<file path="config.mk">
export PLATFORM = sky130hd
export DESIGN_NAME = if_stage_fetch
export DESIGN_NICKNAME = d
export VERILOG_FILES = /design/src/rtl/if_stage_fetch.sv
export SDC_FILE = /design/constraint.sdc
export NUM_CORES = 1
export LEC_CHECK = 0
export CAP_MARGIN = 30
export CELL_PAD_IN_SITES_DETAIL_PLACEMENT = 2
export CELL_PAD_IN_SITES_GLOBAL_PLACEMENT = 2
export CORE_MARGIN = 8
export CORE_UTILIZATION = 29
export CTS_CLUSTER_SIZE = 25
export DETAILED_ROUTE_END_ITERATION = 8
export PLACE_DENSITY = 0.81
export SLEW_MARGIN = 40
export SYNTH_ARGS = -nofsm -noshare
export SYNTH_HDL_FRONTEND = slang
export SYNTH_SLANG_ARGS = --single-unit
</file>
<file path="constraint.sdc">
create_clock -name clk -period 3.2 [get_ports clk]
set_input_delay 0.8 -clock clk [delete_from_list [all_inputs] [get_ports clk]]
set_output_delay 0.8 -clock clk [all_outputs]
set_load 0.05 [all_outputs]
</file>
<file path="src/rtl/if_stage_fetch.sv">
// rtl/if_stage_fetch.sv - instruction-fetch front end: PC, imem requests, hold buffer, IF/ID register
module if_stage_fetch #(
    parameter int              XLEN      = 32,
    parameter logic [XLEN-1:0] RESET_PC  = '0,
    parameter logic [XLEN-1:0] NOP_INSTR = XLEN'(32'h0000_0013)
) (
    input  logic            clk,
    input  logic            rst,
    input  logic            pcwrite,
    input  logic            fdwrite,
    input  logic            redirect,
    input  logic [XLEN-1:0] redirect_pc,
    output logic            imem_req,
    output logic [XLEN-1:0] imem_addr,
    input  logic            imem_ack,
    input  logic [XLEN-1:0] imem_rdata,
    output logic            ifid_valid,
    output logic [XLEN-1:0] ifid_pc,
    output logic [XLEN-1:0] ifid_instr,
    output logic            fetch_wait
);

    typedef enum logic [1:0] {S_IDLE, S_REQ, S_HOLD, S_DRAIN} state_t;

    state_t          r_state;
    state_t          w_state_nxt;
    logic [XLEN-1:0] r_req_addr;
    logic [XLEN-1:0] w_req_addr_nxt;
    logic [XLEN-1:0] r_tgt;
    logic [XLEN-1:0] w_tgt_nxt;
    logic [XLEN-1:0] r_hold_pc;
    logic [XLEN-1:0] r_hold_instr;
    logic            w_hold_load;
    logic            w_deliver;
    logic [XLEN-1:0] w_dlv_pc;
    logic [XLEN-1:0] w_dlv_instr;
    logic            w_stall;
    logic [XLEN-1:0] w_addr_inc;

    logic            r_ifid_valid;
    logic [XLEN-1:0] r_ifid_pc;
    logic [XLEN-1:0] r_ifid_instr;

    assign w_stall    = ~pcwrite | ~fdwrite;
    assign w_addr_inc = r_req_addr + XLEN'(4);

    always_comb begin
        w_state_nxt    = r_state;
        w_req_addr_nxt = r_req_addr;
        w_tgt_nxt      = r_tgt;
        w_hold_load    = 1'b0;
        w_deliver      = 1'b0;
        w_dlv_pc       = r_req_addr;
        w_dlv_instr    = imem_rdata;
        case (r_state)
            S_IDLE: begin
                w_state_nxt = S_REQ;
                if (redirect) w_req_addr_nxt = redirect_pc;
            end
            S_REQ: begin
                if (redirect) begin
                    // Without an ack the request is still in flight and must be drained first.
                    if (imem_ack) begin
                        w_req_addr_nxt = redirect_pc;
                    end else begin
                        w_tgt_nxt   = redirect_pc;
                        w_state_nxt = S_DRAIN;
                    end
                end else if (imem_ack) begin
                    w_req_addr_nxt = w_addr_inc;
                    if (w_stall) begin
                        w_hold_load = 1'b1;
                        w_state_nxt = S_HOLD;
                    end else begin
                        w_deliver = 1'b1;
                    end
                end
            end
            S_HOLD: begin
                if (redirect) begin
                    w_req_addr_nxt = redirect_pc;
                    w_state_nxt    = S_REQ;
                end else if (!w_stall) begin
                    w_deliver   = 1'b1;
                    w_dlv_pc    = r_hold_pc;
                    w_dlv_instr = r_hold_instr;
                    w_state_nxt = S_REQ;
                end
            end
            S_DRAIN: begin
                // A redirect coinciding with the draining ack wins over the saved target.
                if (imem_ack) begin
                    w_req_addr_nxt = redirect ? redirect_pc : r_tgt;
                    w_state_nxt    = S_REQ;
                end else if (redirect) begin
                    w_tgt_nxt = redirect_pc;
                end
            end
            default: w_state_nxt = S_IDLE;
        endcase
    end

    always_ff @(posedge clk) begin
        if (rst) begin
            r_state      <= S_IDLE;
            r_req_addr   <= RESET_PC;
            r_tgt        <= '0;
            r_hold_pc    <= '0;
            r_hold_instr <= '0;
            r_ifid_valid <= 1'b0;
            r_ifid_pc    <= '0;
            r_ifid_instr <= NOP_INSTR;
        end else begin
            r_state    <= w_state_nxt;
            r_req_addr <= w_req_addr_nxt;
            r_tgt      <= w_tgt_nxt;
            if (w_hold_load) begin
                r_hold_pc    <= r_req_addr;
                r_hold_instr <= imem_rdata;
            end
            if (redirect) begin
                r_ifid_valid <= 1'b0;
                r_ifid_pc    <= '0;
                r_ifid_instr <= NOP_INSTR;
            end else if (w_deliver) begin
                r_ifid_valid <= 1'b1;
                r_ifid_pc    <= w_dlv_pc;
                r_ifid_instr <= w_dlv_instr;
            end else if (fdwrite) begin
                r_ifid_valid <= 1'b0;
            end
        end
    end

    assign imem_req   = (r_state == S_REQ) || (r_state == S_DRAIN);
    assign imem_addr  = r_req_addr;
    assign ifid_valid = r_ifid_valid;
    assign ifid_pc    = r_ifid_pc;
    assign ifid_instr = r_ifid_instr;
    assign fetch_wait = fdwrite & ~redirect & ~w_deliver;

    a_ack_in_flight: assert property (@(posedge clk) disable iff (rst)
        imem_ack |-> ((r_state == S_REQ) || (r_state == S_DRAIN)));

endmodule

</file>
* Yosys cells after proc, flatten, opt, wreduce, memory -nomap -nowiden
Cells that the tools add are included. Widths: inputs -> output; s select.
Word-level totals: bits in registers 195, input bits 70, output and inout bits 99, word-level logic and storage cells 72
Operators by class: add/subtract/negate cells 1, equality and inequality tests 13, mux-type cells 34, bitwise operators 7, reduce and logical (&&, ||, !) cells 9
Operators by type and width (number):
- $mux 32 | 13
- $pmux 32 s3 | 1
- $pmux 32 s2 | 1
- $add 32x3->32 const B | 1
- $mux 2 | 7
- $ne 3x3->1 const B | 4
- $mux 1 | 10
- $ne 2x2->1 const B | 5
- $pmux 2 s4 | 1
- $reduce_and 5->1 | 1
- $eq 2x2->1 const B | 2
- $not 1->1 | 4
- $reduce_and 4->1 | 1
- $reduce_bool 2->1 | 2
- $reduce_or 2->1 | 2
- $reduce_and 3->1 | 1
- $and 1x1->1 | 2
- $eq 2x1->1 const B | 1
- $logic_not 2->1 | 1
- $ne 2x1->1 const B | 1
- $pmux 1 s2 | 1
- $logic_or 1x1->1 | 1
- $or 1x1->1 | 1

* Longest topological paths before layout
Gate-level depths: netlist of the first run.
word-level depth 8, gate-level depth with buffers 10, depth with buffers taken out 7

* Worst setup path before layout of the first run
Ideal clock, no wire load.
path kind register to output, start register r_state[0], end output fetch_wait, data arrival time 2.720 ns, required time 2.400 ns, path slack -0.320 ns, stages on the path, launching flop included 9, path buffers 3, path through dfxtp_1 clkinv_1 clkbuf_1 ha_1 a21oi_1 nor4b_2 buf_2 clkbuf_1 nor3_1
Between the ends: cells in the longest elaborated chain, start to end 4, elaborated cells between the ends (all ways) 5, classes of those cells eq/ne (2); mux (1); bitwise (2)
RTL lines:
- from (decl) | RTL line 25 | state_t r_state;
- from (signal assigned) | RTL line 114 | r_state <= w_state_nxt;
- $eq 2x2->1 / $eq 2x1->1 (equally long branches) | RTL line 55 | case (r_state)
- $pmux 1 s2 (*) | RTL line 55
- $not 1->1 (*) | RTL line 140 | assign fetch_wait = fdwrite & ~redirect & ~w_deliver;
- $and 1x1->1 (*) | RTL line 140
- to (decl) | RTL line 20 | output logic fetch_wait
Mark *: on every way between the ends. The rest lies on a longest branch, timed or not.

* Worst setup path after layout of the first run
start input imem_ack, end output fetch_wait
Between the ends: cells in the longest elaborated chain, start to end 5
RTL lines:
- from (decl) | RTL line 15 | input logic imem_ack,
- $mux 1 | RTL line 69 | end else if (imem_ack) begin
- $mux 1 | RTL line 61 | if (redirect) begin
- $pmux 1 s2 | RTL line 55
- $not 1->1 | RTL line 140
- $and 1x1->1 | RTL line 140
No other way between the ends.

==> summary.md, run 1 <==
| Metric | Value |
|---|---|
| Status | `finished, final reports clean` |
| Slew HR | `0.475` |
| Critical path arrival | `2.25 ns` |
| Final GP Congestion | `0.805` |
| Syn Area/Cell | `8.05 um2` |
| CORE AREA | `0.0307 mm2` |
| F_max | `~0.33 GHz` |
| Port bufs | `168` |
| Post-cts gate resize count | `0` |
| Layout cells sized above 1 | `0.0860` |
| CP required | `2.40 ns` |
| Psw | `2080 uW` |
| DIE AREA | `0.0372 mm2` |
| Gr usage total | `0.186` |
| Grt total ovfl | `0` |
| Ant diodes | `0` |
| Synth Cell Area | `0.00906 mm2` |
| Count of state elements after synthesis | `195` |
| Internal | `4200 uW` |
| Crit path launch | `imem_ack` |
| Remaining DRCs | `0` |
| Pwr dens | `529 mW/mm2` |
| Ys async rst share | `0` |
| Logic pwr share | `0.224` |
| P&R area growth vs syn | `31.0%` |
| Clock tree buffer depth | `2` |
| Design Area, Final | `0.0119 mm2` |
| DR WL/cell | `~21 um` |
| Clk_skew | `0.0238 ns` |
| IO Count | `169` |
| First-pass GRT wire length | `54900 um` |
| Critical Path End Type | `output port` |
| Startpoint types | `input pin` |
| Initial Util | `0.296` |
| Switch share | `0.331` |
| Final slew viol count | `0` |
| Main flop type after synthesis | `dfxtp_1` |
| Tcrit/Tclk final | `0.953` |
| CTS clk-pin slew, worst paths | `0.08 ns` |
| Synth Warn # | `0` |
| Die width | `193 um` |
| DRT Pass-1 Iters | `4` |
| Initial antenna violation count | `0` |
| Die height | `193 um` |
| Hold_buf cts | `0` |
| Placed cell areas | `0.0113 mm2` |
| Tmin final | `slightly above 3 ns` |
| Clock power frac | `0.348` |
| Util after Layout | `0.387` |
| R2r startpoint | `r_state[0]` |
| Distinct cell type count after synthesis | `62` |
| Clk Latency, worst-skew pair | `0.45 ns` |
| Sequential fraction of the synthesis area | `0.431` |
| Multi-input gate area | `approximately 0.0047 mm2` |
| Setup TNS | `0 ns` |
| Mapped Nets | `1201` |
| Clk root buf | `clkbuf_16` |
| Largest net degree at the start of global routing | `130` |
| Worst vdd ir | `between 300 and 400 uV` |
| Dpl hpwl | `24200 um` |
| CP max FO | `5` |
| Filler Cell Count | `3414` |
| HP Start | `r_tgt[3]` |
| RSZ-0062 raised after global routing | `false` |
| # setup viols final | `0` |
| Vias/cell | `5.32` |
| Hold Violations, Final | `0` |
| Final wirelength | `34600 um` |
| Setup bufs post-CTS | `0` |
| Sequential cell area | `just under 0.004 mm2` |
| Static Leak | `0.00437 uW` |
| DRT iter0 DRCs | `around 280` |
| CTS tree | `yes` |
| CTS Buf Count | `17` |
| CTS H-tree depth | `4` |
| Sequential power share | `0.428` |
| Max-cap violations | `0` |
| Critical path type | `input pin to output port` |
| Final ANT Viol Nets | `0` |
| Post-synthesis cell count | `roughly 1100` |
| Site row count | `64` |
| Vias in the first global route | `9471` |
| Worst-margin pin slew | `~0.79 ns` |
| Worst hold path type | `flip-flop to flip-flop` |
| Routed via count | `between 8000 and 9000` |
| CTS Sinks | `about 200` |
| Final net count | `around 1300` |
| Post-synth EDFFs | `0` |
cells in the mapped netlist, drive strengths merged (4+ instances only):
cell type	count	area, um2
a211oi	70	526
a21oi	132	661
a221oi	10	87.6
a22oi	11	82.6
a311oi	4	35.0
a31oi	11	68.8
and3	10	62.6
and4	5	43.8
buf	39	184
clkbuf	62	234
dfxtp	195	3900
ha	5	62.6
inv	8	30.0
mux2	6	67.6
mux2i	67	671
nand2	240	901
nand2b	4	25.0
nand3	18	103
nand4	9	77.6
nor2	87	327
nor3	21	105
nor4	5	58.8
o211ai	6	45.0
o21ai	41	205
o2bb2ai	6	52.6
or3	9	56.3
worst paths after layout:
kind	endpoint	slack [ns]	depth (start not counted)
max reg2reg	imem_addr[17]	0.66	7
min	r_tgt[3]	0.46	2
max	fetch_wait	0.15	6
min reg2reg	r_tgt[3]	0.46	2
power groups by stage:
stage	sequential [uW]	clock [uW]	combinational, uW
floorplan	2920	0	618
global placement	2740	0	1380
detailed placement	2750	0	1410
CTS	2690	2260	1420
global route	2710	2340	1510
finish	2690	2190	1400
placed cells by master, fill, tap and decap left out, drive strengths merged, types with 4 or more instances in the layout:
master	Yosys	final
a211oi	70	70
a21oi	132	132
a221oi	10	10
a22oi	11	11
a311oi	4	4
a31oi	11	11
and3	10	10
and4	5	5
buf	39	47
clkbuf	62	20
clkdlybuf4s50	0	164
clkinv	1	6
dfxtp	195	195
ha	5	5
inv	8	11
mux2	6	6
mux2i	67	67
nand2	240	240
nand2b	4	4
nand3	18	18
nand4	9	9
nor2	87	87
nor3	21	21
nor4	5	5
o211ai	6	6
o21ai	41	41
o2bb2ai	6	6
or3	9	9
area by class of cell:
class / instances / share of cell area
tap: 396 / 0.0417
clock inverter: 12 / 0.0103
inverter: 9 / 0.00285
sequential: 195 / 0.329
timing repair buffer: 211 / 0.177
multi-input combinational: 821 / 0.400
clock buffer: 20 / 0.0393
metrics by stage:
step                power [uW]  hold slack, ns  worst slack [ns]  instances
floorplan                 3540           0.432             0.106       1126
global route              6560           0.479            0.0987       1664
CTS                       6370           0.460             0.151       1664
global placement          4120           0.438             0.172       1632
detailed placement        4160           0.449            0.0548       1632
finish                    6280           0.458             0.151       1664
kinds of logic after synthesis:
logic type,count (synthesis),share of synthesized area
and+or+nand+nor,420,0.204
DFF,195,0.431
muxes,73,0.0814
adders and majority gates,5,0.00690
xor gates and xnor gates,4,0.00387
buffers and inverters,110,0.0498
AOI/OAI and AO/OA,319,0.223
routing by layer:
metal	vias up	global-route usage	share of wire
met5	-	0	0
met3	28	0.0342	0.040
met4	0	0.0473	0.014
li1	4234	-	-
met1	4433	0.244	0.46
met2	161	0.312	0.48
flip-flops by register name, summed over array words and instances, names as in the netlist:
register and flops:
ifid_instr 32, ifid_pc 32, imem_addr 32, r_hold_instr 32
r_hold_pc 32, r_tgt 32, r_state 2, ifid_valid 1
worst max-delay path, stage by stage:
cell	delay [ns]
clkdlybuf4s50_1	0.63
a21oi_1	0.15
nor4b_4	0.25
buf_4	0.18
nor3_2	0.04
buf_4	0.19
No activity file was read; power rests on OpenSTA's default activity.
==> inputs of run 2 (changes only) <==
CTS_CLUSTER_SIZE = 24   (was 25)
MAX_ROUTING_LAYER = met4   (was unset)
==> run 2 against run 1 <==
  * Routed wire length shrank 0.25%
  * Critical path type unchanged
  * Largest power group unchanged
  * Design area is the same
  * Die area is the same
  * Power is essentially flat
  * Global-route usage grew 0.52 points
  * Worst setup slack gained 0.0047 ns
  * Sequential share of layout area is the same
==> summary.md, run 2 (same netlist as run 1, synthesis figures left out) <==
| Metric | Value |
|---|---|
| Ant diodes | `0` |
| Initial antenna violation count | `0` |
| Max-cap violations | `0` |
| Worst-margin pin slew | `slightly below 0.8 ns` |
| Clock tree buffer depth | `2` |
| Gr usage total | `0.192` |
| Switch share | `0.331` |
| Vias in the first global route | `9446` |
| CP max FO | `5` |
| Final ANT Viol Nets | `0` |
| Critical path type | `input pin to output port` |
| Final GP Congestion | `0.816` |
| HP Start | `r_tgt[24]` |
| Largest net degree at the start of global routing | `130` |
| Remaining DRCs | `0` |
| First-pass GRT wire length | `54900 um` |
| Die width | `193 um` |
| # setup viols final | `0` |
| Port bufs | `between 150 and 200` |
| Static Leak | `0.00437 uW` |
| Worst hold path type | `flip-flop to flip-flop` |
| Dpl ws | `between 0.05 and 0.06 ns` |
| Sequential power share | `0.428` |
| Critical path arrival | `2.24 ns` |
| Post-cts gate resize count | `0` |
| Final slew viol count | `0` |
| DIE AREA | `0.0372 mm2` |
| Routed via count | `8885` |
| Critical Path End Type | `output port` |
| Worst Hold Path EP | `r_tgt[24]` |
| R2R cell count | `7` |
| Tcrit/Tclk final | `0.951` |
| Vias/cell | `about 5.3` |
| CTS tree | `yes` |
| Internal | `4200 uW` |
| Design Area, Final | `0.0119 mm2` |
| Psw | `2080 uW` |
| R2r startpoint | `r_state[0]` |
| Layout cells sized above 1 | `0.0860` |
| Logic pwr share | `0.224` |
| Placed cell areas | `0.0113 mm2` |
| CTS H-tree depth | `4` |
| Startpoint types | `input pin` |
| Hold Violations, Final | `0` |
| Hold Crit Depth | `2` |
| Final net count | `1330` |
| Pwr dens | `529 mW/mm2` |
| CP required | `2.40 ns` |
| Worst r2r dst | `imem_addr[17]` |
| Clk root buf | `clkbuf_16` |
| Tot Pwr | `6280 uW` |
| Setup bufs post-CTS | `0` |
| DRT Pass-1 Iters | `4` |
| Worst R2R Setup Slack | `0.68 ns` |
| F_max | `~0.33 GHz` |
| CTS Buf Count | `17` |
| DRT iter0 DRCs | `slightly below 400` |
| Grt total ovfl | `0` |
| Setup TNS | `0 ns` |
| CTS clk-pin slew, worst paths | `about 0.060 ns` |
| Hold_buf cts | `0` |
| Slew HR | `0.473` |
| P&R area growth vs syn | `31.0%` |
| IO Count | `~170` |
| Clock power frac | `0.348` |
| Most frequent cells in the layout | `239 x nand2_1, 195 x dfxtp_1, 164 x clkdlybuf4s50_1, 132 x a21oi_1, 87 x nor2_1` |
| Fin worst setup slack | `about 0.16 ns` |
| Dpl hpwl | `24200 um` |
| CORE AREA | `0.0307 mm2` |
| DR WL/cell | `20.7 um` |
| Status | `finished, final reports clean` |
| Final wirelength | `34500 um` |
| RSZ-0062 raised after global routing | `false` |
| Tmin final | `3.04 ns` |
| Clk Latency, worst-skew pair | `around 0.45 ns` |
| Site row count | `64` |
| Worst vdd ir | `378 uV` |
| CTS Sinks | `between 150 and 200` |
| Die height | `193 um` |
| Final hold slack | `0.458 ns` |
| Most common cell after layout, fill and taps aside | `nand2_1` |
| Clk_skew | `0.0205 ns` |
| Initial Util | `0.296` |
[run 2: cell counts in the layout (fill, tap and decap cells not counted)]
Identical to the previous run, type by type.
[run 2: layout make-up]
cell class              instances  area [um2]
fillers                      3414       18800
multi-input cells             821        4750
flip-flops and latches        195        3900
repair buffers                211        2100
well taps                     396         495
clock buffers                  20         467
clock inverters                12         123
inverters                       9        33.8
[run 2: worst max path at each step]
stage	slack, ns	from	end	cells after the start
2_1_floorplan	0.11	r_state[0]	fetch_wait	8
3_3_place_gp	0.17	imem_ack	fetch_wait	6
3_5_place_dp	0.05	imem_ack	imem_addr[17]	8
4_1_cts	0.15	imem_ack	fetch_wait	6
5_1_grt	0.1	r_state[0]	fetch_wait	7
6_report	0.16	imem_ack	fetch_wait	6
[run 2: metrics by stage]
stage                     std cells  utilization
after floorplan                1126            -
after global placement         1632        0.368
after detailed placement       1632        0.368
after CTS                      1664        0.387
after global routing           1664        0.387
final                          1664        0.387
[run 2: power by group through the flow]
stage / Sequential (uW) / Clock (uW) / Combinational, uW
finish: 2690 / 2190 / 1400
global placement: 2740 / 0 / 1380
floorplan: 2920 / 0 / 618
global route: 2710 / 2340 / 1510
CTS: 2690 / 2260 / 1420
detailed placement: 2750 / 0 / 1410
[run 2: critical path: stages]
cell and delay, ns:
clkdlybuf4s50_1 0.62, a21oi_1 0.15, nor4b_4 0.26, buf_4 0.18, nor3_2 0.04, buf_4 0.19
[run 2: metal layers]
layer | up-vias | global-route usage | part of all wire
met4 | 0 | 0.0482 | 0.014
li1 | 4231 | - | -
met3 | 32 | 0.0314 | 0.038
met2 | 165 | 0.312 | 0.48
met1 | 4457 | 0.244 | 0.47
met5 | - | - | 0
==> inputs of run 3 (changes only) <==
CTS_CLUSTER_DIAMETER = 120   (was unset)
CTS_CLUSTER_SIZE = 40   (was 24)
==> results of run 3 <==
Final layout, timing and power as in run 2 (identical DEF).
